`config.mk`:
```
export PLATFORM = sky130hd
export DESIGN_NAME = ram_read_streamer_flat
export DESIGN_NICKNAME = d
export VERILOG_FILES = /design/src/rtl/ram_read_streamer_pkg.sv /design/src/rtl/ram_read_streamer_if.sv /design/src/rtl/ram_read_streamer_stream_fifo.sv /design/src/rtl/ram_read_streamer.sv /design/src/flat_wrapper.sv
export SDC_FILE = /design/constraint.sdc
export NUM_CORES = 1
export LEC_CHECK = 0
export CAP_MARGIN = 40
export CORE_MARGIN = 8
export CORE_UTILIZATION = 45
export CTS_BUF_LIST = sky130_fd_sc_hd__clkbuf_4
export CTS_CLUSTER_DIAMETER = 120
export DETAILED_ROUTE_END_ITERATION = 8
export PLACE_DENSITY = 0.82
export REMOVE_ABC_BUFFERS = 1
export SETUP_SLACK_MARGIN = 0.02
export SLEW_MARGIN = 10
export SYNTH_ARGS = -nofsm -noshare
export SYNTH_HDL_FRONTEND = slang
export SYNTH_SLANG_ARGS = --single-unit
```
`constraint.sdc`:
```
create_clock -name clk -period 2.6 [get_ports clk]
set_clock_uncertainty 0.15 [all_clocks]
set_input_delay 0.39 -clock clk [delete_from_list [all_inputs] [get_ports clk]]
set_output_delay 0.39 -clock clk [all_outputs]
set_load 0.005 [all_outputs]
```
`src/rtl/ram_read_streamer_pkg.sv`:
```
// ram_read_streamer_pkg: FSM encoding and configuration legality for the RAM read streamer
package ram_read_streamer_pkg;
  typedef enum logic [1:0] {ST_IDLE, ST_ISSUE, ST_DRAIN, ST_FINISH} state_t;
  function automatic bit cfg_ok(input int rd_latency, input int fifo_depth);
    return (rd_latency == 0 || rd_latency == 1) && fifo_depth >= rd_latency + 1;
  endfunction
endpackage

```
`src/rtl/ram_read_streamer_if.sv`:
```
// ram_read_streamer_if: command, RAM read port and output stream bundle of the read streamer
interface ram_read_streamer_if #(
  parameter int DATA_WIDTH = 10,
  parameter int ADDR_WIDTH = 12,
  parameter int COUNT_WIDTH = 16
) ();
  logic cmd_valid;
  logic cmd_ready;
  logic [ADDR_WIDTH-1:0] cmd_base;
  logic [COUNT_WIDTH-1:0] cmd_count;
  logic [ADDR_WIDTH-1:0] cmd_stride;
  logic mem_read_req;
  logic [ADDR_WIDTH-1:0] mem_read_addr;
  logic [DATA_WIDTH-1:0] mem_read_data;
  logic m_valid;
  logic m_ready;
  logic [DATA_WIDTH-1:0] m_data;
  logic m_last;
  logic busy;
  logic done;
  modport master (
    input cmd_valid, cmd_base, cmd_count, cmd_stride, mem_read_data, m_ready,
    output cmd_ready, mem_read_req, mem_read_addr, m_valid, m_data, m_last, busy, done
  );
  modport slave (
    output cmd_valid, cmd_base, cmd_count, cmd_stride, mem_read_data, m_ready,
    input cmd_ready, mem_read_req, mem_read_addr, m_valid, m_data, m_last, busy, done
  );
endinterface

```
`src/rtl/ram_read_streamer_stream_fifo.sv`:
```
// stream_fifo: register-based circular return buffer with occupancy count
module stream_fifo #(
  parameter int WIDTH = 11,
  parameter int DEPTH = 2
) (
  input  logic clk,
  input  logic reset_n,
  input  logic i_push,
  input  logic [WIDTH-1:0] i_data,
  input  logic i_pop,
  output logic [WIDTH-1:0] o_data,
  output logic [$clog2(DEPTH+1)-1:0] o_count,
  output logic o_full,
  output logic o_empty
);
  localparam int PW = DEPTH > 1 ? $clog2(DEPTH) : 1;
  localparam int CW = $clog2(DEPTH + 1);
  logic [WIDTH-1:0] r_mem [DEPTH];
  logic [PW-1:0] r_wr, r_rd;
  logic [CW-1:0] r_count;
  function automatic logic [PW-1:0] nxt(input logic [PW-1:0] p);
    return p == PW'(DEPTH - 1) ? '0 : p + 1'b1;
  endfunction
  always_ff @(posedge clk) begin
    if (!reset_n) begin
      for (int i = 0; i < DEPTH; i++) r_mem[i] <= '0;
      r_wr <= '0;
      r_rd <= '0;
      r_count <= '0;
    end else begin
      if (i_push) begin
        r_mem[r_wr] <= i_data;
        r_wr <= nxt(r_wr);
      end
      if (i_pop) r_rd <= nxt(r_rd);
      r_count <= r_count + CW'(i_push) - CW'(i_pop);
    end
  end
  assign o_data = r_mem[r_rd];
  assign o_count = r_count;
  assign o_full = r_count == CW'(DEPTH);
  assign o_empty = r_count == '0;
endmodule

```
`src/rtl/ram_read_streamer.sv`:
```
// ram_read_streamer: turns (base, count, stride) commands into RAM reads and a valid/ready stream
module ram_read_streamer
  import ram_read_streamer_pkg::*;
#(
  parameter int DATA_WIDTH = 10,
  parameter int ADDR_WIDTH = 12,
  parameter int COUNT_WIDTH = 16,
  parameter int RD_LATENCY = 1,
  parameter int FIFO_DEPTH = 2
) (
  input logic clk,
  input logic reset_n,
  ram_read_streamer_if.master bus
);
  localparam int FW = $clog2(FIFO_DEPTH + 1);
  if (!cfg_ok(RD_LATENCY, FIFO_DEPTH)) begin : g_bad_cfg
    $error("ram_read_streamer: RD_LATENCY must be 0 or 1 and FIFO_DEPTH >= RD_LATENCY+1");
  end
  state_t r_state;
  logic [ADDR_WIDTH-1:0] r_addr, r_stride;
  logic [COUNT_WIDTH-1:0] r_issue_left;
  logic r_busy, r_done, r_cmd_ready, r_inflight, r_inflight_last;
  logic w_issue, w_issue_last, w_push, w_pop, w_full, w_empty;
  logic [FW-1:0] w_fifo_count;
  logic [FW:0] w_used;
  logic [DATA_WIDTH:0] w_push_word, w_head;
  assign w_pop = !w_empty && bus.m_ready;
  // the word leaving this cycle frees its slot, so full-rate streaming fits in FIFO_DEPTH=2
  assign w_used = {1'b0, w_fifo_count} + (FW+1)'(r_inflight) - (FW+1)'(w_pop);
  assign w_issue = r_state == ST_ISSUE && r_issue_left != '0 && w_used < (FW+1)'(FIFO_DEPTH);
  assign w_issue_last = r_issue_left == COUNT_WIDTH'(1);
  assign w_push = RD_LATENCY == 0 ? w_issue : r_inflight;
  assign w_push_word = {RD_LATENCY == 0 ? w_issue_last : r_inflight_last, bus.mem_read_data};
  stream_fifo #(.WIDTH(DATA_WIDTH + 1), .DEPTH(FIFO_DEPTH)) u_fifo (
    .clk(clk),
    .reset_n(reset_n),
    .i_push(w_push && (!w_full || w_pop)),
    .i_data(w_push_word),
    .i_pop(w_pop),
    .o_data(w_head),
    .o_count(w_fifo_count),
    .o_full(w_full),
    .o_empty(w_empty)
  );
  always_ff @(posedge clk) begin
    if (!reset_n) begin
      r_state <= ST_IDLE;
      r_addr <= '0;
      r_stride <= '0;
      r_issue_left <= '0;
      r_busy <= 1'b0;
      r_done <= 1'b0;
      r_cmd_ready <= 1'b0;
      r_inflight <= 1'b0;
      r_inflight_last <= 1'b0;
    end else begin
      r_inflight <= RD_LATENCY != 0 && w_issue;
      r_inflight_last <= w_issue_last;
      if (w_issue) begin
        r_addr <= r_addr + r_stride;
        r_issue_left <= r_issue_left - 1'b1;
      end
      case (r_state)
        ST_IDLE: begin
          if (!r_cmd_ready) r_cmd_ready <= 1'b1;
          else if (bus.cmd_valid) begin
            r_cmd_ready <= 1'b0;
            r_busy <= 1'b1;
            r_addr <= bus.cmd_base;
            r_stride <= bus.cmd_stride;
            r_issue_left <= bus.cmd_count;
            r_state <= bus.cmd_count == '0 ? ST_FINISH : ST_ISSUE;
          end
        end
        ST_ISSUE: if (w_issue && w_issue_last) r_state <= ST_DRAIN;
        ST_DRAIN: begin
          if (w_pop && w_head[DATA_WIDTH]) begin
            r_state <= ST_FINISH;
            r_done <= 1'b1;
            r_busy <= 1'b0;
          end
        end
        ST_FINISH: begin
          if (r_done) begin
            r_done <= 1'b0;
            r_cmd_ready <= 1'b1;
            r_state <= ST_IDLE;
          end else begin
            r_done <= 1'b1;
            r_busy <= 1'b0;
          end
        end
        default: r_state <= ST_IDLE;
      endcase
    end
  end
  assign bus.cmd_ready = r_cmd_ready;
  assign bus.mem_read_req = w_issue;
  assign bus.mem_read_addr = r_addr;
  assign bus.m_valid = !w_empty;
  assign bus.m_data = w_head[DATA_WIDTH-1:0];
  assign bus.m_last = w_head[DATA_WIDTH];
  assign bus.busy = r_busy;
  assign bus.done = r_done;
endmodule

```
`src/flat_wrapper.sv`:
```
// flat-port wrapper written by rule: the top's interface ports become plain ports
module ram_read_streamer_flat import ram_read_streamer_pkg::*;
#(
  parameter int DATA_WIDTH = 10,
  parameter int ADDR_WIDTH = 12,
  parameter int COUNT_WIDTH = 16,
  parameter int RD_LATENCY = 1,
  parameter int FIFO_DEPTH = 2
)
  (clk, reset_n, bus_cmd_valid, bus_cmd_base, bus_cmd_count, bus_cmd_stride, bus_mem_read_data, bus_m_ready, bus_cmd_ready, bus_mem_read_req, bus_mem_read_addr, bus_m_valid, bus_m_data, bus_m_last, bus_busy, bus_done);
  ram_read_streamer_if #(.DATA_WIDTH(DATA_WIDTH), .ADDR_WIDTH(ADDR_WIDTH), .COUNT_WIDTH(COUNT_WIDTH)) bus_i ();
  input logic clk;
  input logic reset_n;
  input wire logic [$bits(bus_i.cmd_valid)-1:0] bus_cmd_valid;
  input wire logic [$bits(bus_i.cmd_base)-1:0] bus_cmd_base;
  input wire logic [$bits(bus_i.cmd_count)-1:0] bus_cmd_count;
  input wire logic [$bits(bus_i.cmd_stride)-1:0] bus_cmd_stride;
  input wire logic [$bits(bus_i.mem_read_data)-1:0] bus_mem_read_data;
  input wire logic [$bits(bus_i.m_ready)-1:0] bus_m_ready;
  output wire logic [$bits(bus_i.cmd_ready)-1:0] bus_cmd_ready;
  output wire logic [$bits(bus_i.mem_read_req)-1:0] bus_mem_read_req;
  output wire logic [$bits(bus_i.mem_read_addr)-1:0] bus_mem_read_addr;
  output wire logic [$bits(bus_i.m_valid)-1:0] bus_m_valid;
  output wire logic [$bits(bus_i.m_data)-1:0] bus_m_data;
  output wire logic [$bits(bus_i.m_last)-1:0] bus_m_last;
  output wire logic [$bits(bus_i.busy)-1:0] bus_busy;
  output wire logic [$bits(bus_i.done)-1:0] bus_done;
  assign bus_i.cmd_valid = bus_cmd_valid;
  assign bus_i.cmd_base = bus_cmd_base;
  assign bus_i.cmd_count = bus_cmd_count;
  assign bus_i.cmd_stride = bus_cmd_stride;
  assign bus_i.mem_read_data = bus_mem_read_data;
  assign bus_i.m_ready = bus_m_ready;
  assign bus_cmd_ready = bus_i.cmd_ready;
  assign bus_mem_read_req = bus_i.mem_read_req;
  assign bus_mem_read_addr = bus_i.mem_read_addr;
  assign bus_m_valid = bus_i.m_valid;
  assign bus_m_data = bus_i.m_data;
  assign bus_m_last = bus_i.m_last;
  assign bus_busy = bus_i.busy;
  assign bus_done = bus_i.done;
  ram_read_streamer #(.DATA_WIDTH(DATA_WIDTH), .ADDR_WIDTH(ADDR_WIDTH), .COUNT_WIDTH(COUNT_WIDTH), .RD_LATENCY(RD_LATENCY), .FIFO_DEPTH(FIFO_DEPTH)) u_core (.clk(clk), .reset_n(reset_n), .bus(bus_i));
endmodule
```
## Word-level counts from Yosys, hierarchy flattened

Memory sizes are Yosys's and may differ from the RTL's. A register that Yosys moved wholly into a read port is not among the register bits.
Index checks and enable logic that the tools add are counted.

| cells by class | value |
|---|---|
| reductions and logical operators | 22 |
| add/subtract/negate cells | 8 |
| eq/ne operators | 11 |
| muxes and demuxes | 38 |
| order comparisons | 1 |

Operators by type and width:

| kind | number |
|---|---|
| 16-bit 2-to-1 mux | 4 |
| 12-bit 2-to-1 mux | 4 |
| 1-bit 2-to-1 mux | 19 |
| 16-bit by 1-bit == test with 1-bit output (second input constant) | 1 |
| 16-bit logical NOT | 1 |
| 16-bit nonzero test | 1 |
| 16-bit by 1-bit subtractor with 16-bit output (second input constant) | 1 |
| 12-bit adder | 1 |
| 2-bit 2-to-1 mux | 6 |
| 11-bit 2-to-1 mux | 1 |
| 11-bit OR reduction | 1 |
| 5-bit AND reduction | 2 |
| 2-bit one-hot mux with 4 select lines | 1 |
| 2-bit == test (second input constant) | 3 |
| 1-bit logical AND | 6 |
| 2-bit by 1-bit inequality test with 1-bit output (second input constant) | 3 |
| 2-bit inequality test (second input constant) | 3 |
| 2-bit logical NOT | 2 |
| 1-bit one-hot mux with 2 select lines | 2 |
| 2-bit AND reduction | 2 |
| 2-bit nonzero test | 2 |
| 2-bit by 1-bit adder with 3-bit output | 1 |
| 3-bit by 2-bit < comparator with 1-bit output (second input constant) | 1 |
| 1-bit one-hot mux with 3 select lines | 1 |
| 9 further kinds | 11 |

| storage, ports and cells | value |
|---|---|
| output and inout bits | 28 |
| memories | 1 |
| logic and storage cells | 93 |
| flip-flop bits (word level) | 51 |
| input port bits | 54 |
| RAM bits | 22 |

Memories:

| name | words | bits a word | read ports | clocked after memory_dff | wr ports | RTL line | RTL |
|---|---|---|---|---|---|---|---|
| u_core.u_fifo.r_mem | 2 | 11 | 1 | 1 | 2 | ram_read_streamer_stream_fifo.sv:18 | `logic [WIDTH-1:0] r_mem [DEPTH];` |

## Logic depth before layout (Yosys ltp)

| depth | value |
|---|---|
| depth in word-level cells | 10 |
| depth in mapped cells | 11 |

## Modules after synthesis

Synthesis repeated with hierarchy kept, for this count alone.

| second synthesis, totals | value |
|---|---|
| cells, all modules | 440 |
| area, all modules | 3877.5 sq um |

By module, submodules not included:

| module | times used | area an instance (sq um) | cells an instance |
|---|---|---|---|
| ram_read_streamer | 1 | 2708.8 | 346 |
| stream_fifo | 1 | 1168.6 | 94 |

## Least setup slack after synthesis

OpenSTA, ideal clock, no wires.

| timing | value |
|---|---|
| kind | reg2reg |
| from | reg u_core.u_fifo.r_count[1] (netlist: u_core.u_fifo.o_count[1]) |
| to | reg u_core.r_addr[11] (netlist: u_core.bus.mem_read_addr[11]) |
| data arrival time | 2.483 ns |
| stages on the path, launching flop included | 9 |
| setup slack | -0.107 ns |
| setup time | 0.074 ns |
| clock period less this slack | 2.707 ns |
| data required time | 2.376 ns |
| cell sequence | dfxtp_1 > o21ai_0 > nor2_1 > fa_1 > xnor2_1 > and3_1 > o21ai_4 > or4_2 > a31oi_1 |

| between the ends | value |
|---|---|
| word-level cells in the longest chain between the ends | 10 |
| elaborated cells between the ends (all ways) | 11 |

RTL lines:

| element | RTL line | RTL |
|---|---|---|
| start: declaration | ram_read_streamer_stream_fifo.sv:20 | `logic [CW-1:0] r_count;` |
| start signal: assignment | ram_read_streamer_stream_fifo.sv:36 | `r_count <= r_count + CW'(i_push) - CW'(i_pop);` |
| parallel branches: the longest is 3 deep, another holds 2-bit by 1-bit adder with 3-bit output | n/a |  |
| 3-bit by 1-bit subtractor with 3-bit output * | ram_read_streamer.sv:29 | `assign w_used = {1'b0, w_fifo_count} + (FW+1)'(r_inflight) - (FW+1)'(w_pop);` |
| 3-bit by 2-bit < comparator with 1-bit output * | ram_read_streamer.sv:30 | `assign w_issue = r_state == ST_ISSUE && r_issue_left != '0 && w_used < (FW+1)'(FIFO_DEPTH);` |
| 1-bit logical AND * | ram_read_streamer.sv:30 |  |
| 12-bit 2-to-1 mux * | ram_read_streamer.sv:59 | `if (w_issue) begin` |
| 12-bit 2-to-1 mux | ram_read_streamer.sv:66 | `else if (bus.cmd_valid) begin` |
| 12-bit 2-to-1 mux | ram_read_streamer.sv:65 | `if (!r_cmd_ready) r_cmd_ready <= 1'b1;` |
| 12-bit 2-to-1 mux * | ram_read_streamer.sv:63 | `case (r_state)` |
| end signal: assignment | ram_read_streamer.sv:60 | `r_addr <= r_addr + r_stride;` |
| end signal: assignment | ram_read_streamer.sv:69 | `r_addr <= bus.cmd_base;` |
| end: declaration | ram_read_streamer.sv:20 | `logic [ADDR_WIDTH-1:0] r_addr, r_stride;` |

Every way passes the cells marked *.
A chain may end at the register's enable or synchronous reset.

## Final worst setup path

| timing | value |
|---|---|
| from | reg u_core.r_issue_left[10] |
| to | out bus_mem_read_req |

| between the ends | value |
|---|---|
| word-level cells in the longest chain between the ends | 3 |

RTL lines:

| element | RTL line | RTL |
|---|---|---|
| start: declaration | ram_read_streamer.sv:21 | `logic [COUNT_WIDTH-1:0] r_issue_left;` |
| start signal: assignment | ram_read_streamer.sv:61 | `r_issue_left <= r_issue_left - 1'b1;` |
| start signal: assignment | ram_read_streamer.sv:71 | `r_issue_left <= bus.cmd_count;` |
| 16-bit nonzero test | ram_read_streamer.sv:30 |  |
| 1-bit logical AND (2 in a row) | ram_read_streamer.sv:30 |  |
| end: declaration | flat_wrapper.sv:21 | `output wire logic [$bits(bus_i.mem_read_req)-1:0] bus_mem_read_req;` |

No other way between the ends.

==> summary.txt <==
Syn Inst Count -> 417
Core ar. -> 0.008551 mm2
GR Util All Layers -> 17.52%
violated checks -> setup timing
Hold Crit Class -> flip-flop to flip-flop
Via density -> 5.396
mean post-synth cell area -> 9.355 um2
Required @ worst endpoint -> 2.06 ns
Primary FF master, synth -> dfxtp_1
switching share of power -> 36.15%
Slew Viols, Final -> 0
placed cells -> 617
number of remaining DRC errors -> 0
Die X-Extent -> 109.1 um
Slew HR -> 70.80%
Worst-Margin Slew -> 0.4341 ns
Synth cell types -> 57
CTS tree -> yes
status -> finished with violations
GR Overflow Total -> 0
Num CTS Buffers -> 9
first-pass GRT wire length -> 16.73 mm
FILL cells -> 697
CTS H-tree depth -> 3
maximum VDD drop -> 0.5267 mV
number of synthesized register bits -> 74
sw power -> 1.731 mW
Pleak -> 2.097 nW
Wirelength per Cell -> 15.93 um
GP Congestion -> 0.8770
die footprint -> 0.01191 mm2
crit start category -> flip-flop
Nets -> 608
WS Path Type -> flip-flop to primary output
Async SR Flop Fraction -> 0%
Crit Path Max Fanout -> 2
area of the multi-input gates -> 0.002145 mm2
Rows -> 34
crit path time final -> 2.753 ns
TNS Setup -> -0.2115 ns
Reg area -> 0.001709 mm2
post-route core utilization -> 62.72%
CTS max path bufs -> 2
initial drt markers -> 186
leading cell type in the layout, fill and taps excluded -> clkdlybuf4s50_1
Tcrit/Tclk final -> 105.9%
vias in the first global route -> 3,491
synth warn -> 0
DIE HEIGHT -> 109.1 um
RSZ-0062 raised after global routing -> true
Synth Cell Area -> 0.003901 mm2
fmax -> 363.2 MHz
Reg power frac -> 35.1%
initial core utilization -> 45.62%
1st-pass router iterations -> 4
HPWL after DPL -> 7.214 mm
CP Capture Type -> primary output
Power Density -> 893.1 mW/mm2
root buf cell -> clkbuf_4
Area Overhead vs Synth -> 37.46%
Final WS setup -> -0.1532 ns
vias -> 3,486
share of layout cells above drive strength 1 -> 19.14%
# diodes -> 0
Clock Latency Late Sink -> 0.43 ns
Gate power share -> 49.8%
Final ANT Viol Nets -> 0
critical path arrival -> 2.21 ns
IO Pins -> 82
pin count of the biggest net entering global routing -> 52
FF-to-FF setup slack -> -0.03 ns
max-cap violation count -> 0
most frequent cells in the layout -> 79 x clkdlybuf4s50_1, 46 x dfxtp_1, 42 x nand2_1, 35 x buf_4, 31 x nor2_1
antenna violations before repair -> 0
clock sink count -> 74
Seq/Total Area, Yosys -> 43.62%
Min Hold Slack -> 0.3182 ns
Post-synth EDFFs -> 22
Final Non-Filler Cells -> 646
I/O Buffers -> 81
Worst-path clk slew -> 0.13 ns
final WL -> 10.29 mm
Clk pwr share -> 15.0%
Final Setup Violations -> 4
final-report hold violation count -> 0
P_int -> 3.058 mW
layer usage:
metal	vias up	part of all wire, %	global-route usage [%]
met5	-	0	0
met4	0	0.83	5.083
met3	10	7.0	4.787
met2	107	49	28.81
met1	1619	43	21.94
li1	1750	-	-
worst max-delay path, cell delays in order (launching register included):
cell     delay, ns
dfxtp_2       0.34
or4_4         0.54
or4b_4        0.55
o21ai_4       0.20
inv_4         0.05
buf_6         0.11
final timing paths:
check                          startpoint                          end  cells after the start
setup / recovery  u_core.r_issue_left[10]             bus_mem_read_req                      5
hold / removal         u_core.r_stride[4]           u_core.r_stride[4]                      2
setup reg to reg  u_core.r_issue_left[10]  u_core.bus.mem_read_addr[4]                      9
hold reg to reg        u_core.r_stride[4]           u_core.r_stride[4]                      2
state kept, by name, summed over array words and instances (netlist names), named ones only:
register / count
u_core.u_fifo.r_mem: 22
u_core.r_issue_left: 16
u_core.bus.mem_read_addr: 12
u_core.r_stride: 12
u_core.r_state: 2
u_core.u_fifo.o_count: 2
u_core.bus.busy: 1
u_core.bus.cmd_ready: 1
u_core.bus.done: 1
u_core.r_inflight: 1
u_core.r_inflight_last: 1
u_core.u_fifo.r_rd: 1
u_core.u_fifo.r_wr: 1
layout make-up:
| class | instances | share of cell area [%] |
|---|---|---|
| Tap cell | 108 | 2.520 |
| Timing Repair Buffer | 123 | 22.17 |
| Sequential cell | 74 | 31.87 |
| Clock inverter | 5 | 1.027 |
| Multi-Input combinational cell | 313 | 39.99 |
| Inverter | 12 | 0.8866 |
| Clock buffer | 11 | 1.540 |
cell usage after synthesis (all sizes together) (9+ instances only):
library cell	n	area, um2
dfxtp	52	1041
nand2	43	163.9
nor2	31	116.4
o21ai	29	156.4
a21oi	28	143.9
and2	23	143.9
edfxtp	22	660.6
ha	19	237.7
clkbuf	16	63.81
inv	11	43.80
a211oi	10	75.07
mux2	10	112.6
xnor2	10	87.58
a31oi	9	56.30
nor3	9	45.04
xor2	9	78.83
power by group through the flow:
stage / sequential, mW / combinational (mW) / clock (mW)
3_5_place_dp: 1.69 / 2.08 / 0
5_1_grt: 1.72 / 2.62 / 0.804
4_1_cts: 1.67 / 2.26 / 0.731
3_3_place_gp: 1.68 / 2.02 / 0
6_report: 1.68 / 2.39 / 0.720
2_1_floorplan: 1.67 / 1.19 / 0
cells by family after synthesis:
family,share of synthesized area (%)
buffers and inverters,3.432
AND/OR/NAND/NOR,20.56
XOR/XNOR,4.266
adder cells (fa/ha/maj),7.120
flip-flops,43.62
AO/OA/AOI/OAI,17.61
multiplexers,3.400
repair_timing:
item / 4_1_cts / 5_1_grt
gates cloned: 1 / 0
endpoints found under the setup margin: 16 / 36
resized for setup: 17 / 18
hold buffers: 0 / 0
pin swaps: 8 / 20
buffers inserted: 6 / 7
metrics by stage:
step,setup WS (ns),total power [mW],area [um2]
5_1_grt,-0.2440,5.139,5363
4_1_cts,-0.2082,4.662,5243
2_1_floorplan,-0.2239,2.860,3815
6_report,-0.1532,4.789,5363
3_3_place_gp,-0.5032,3.696,4989
3_5_place_dp,-0.6309,3.773,4994
Note: power is estimated with default switching activity, not from simulation.
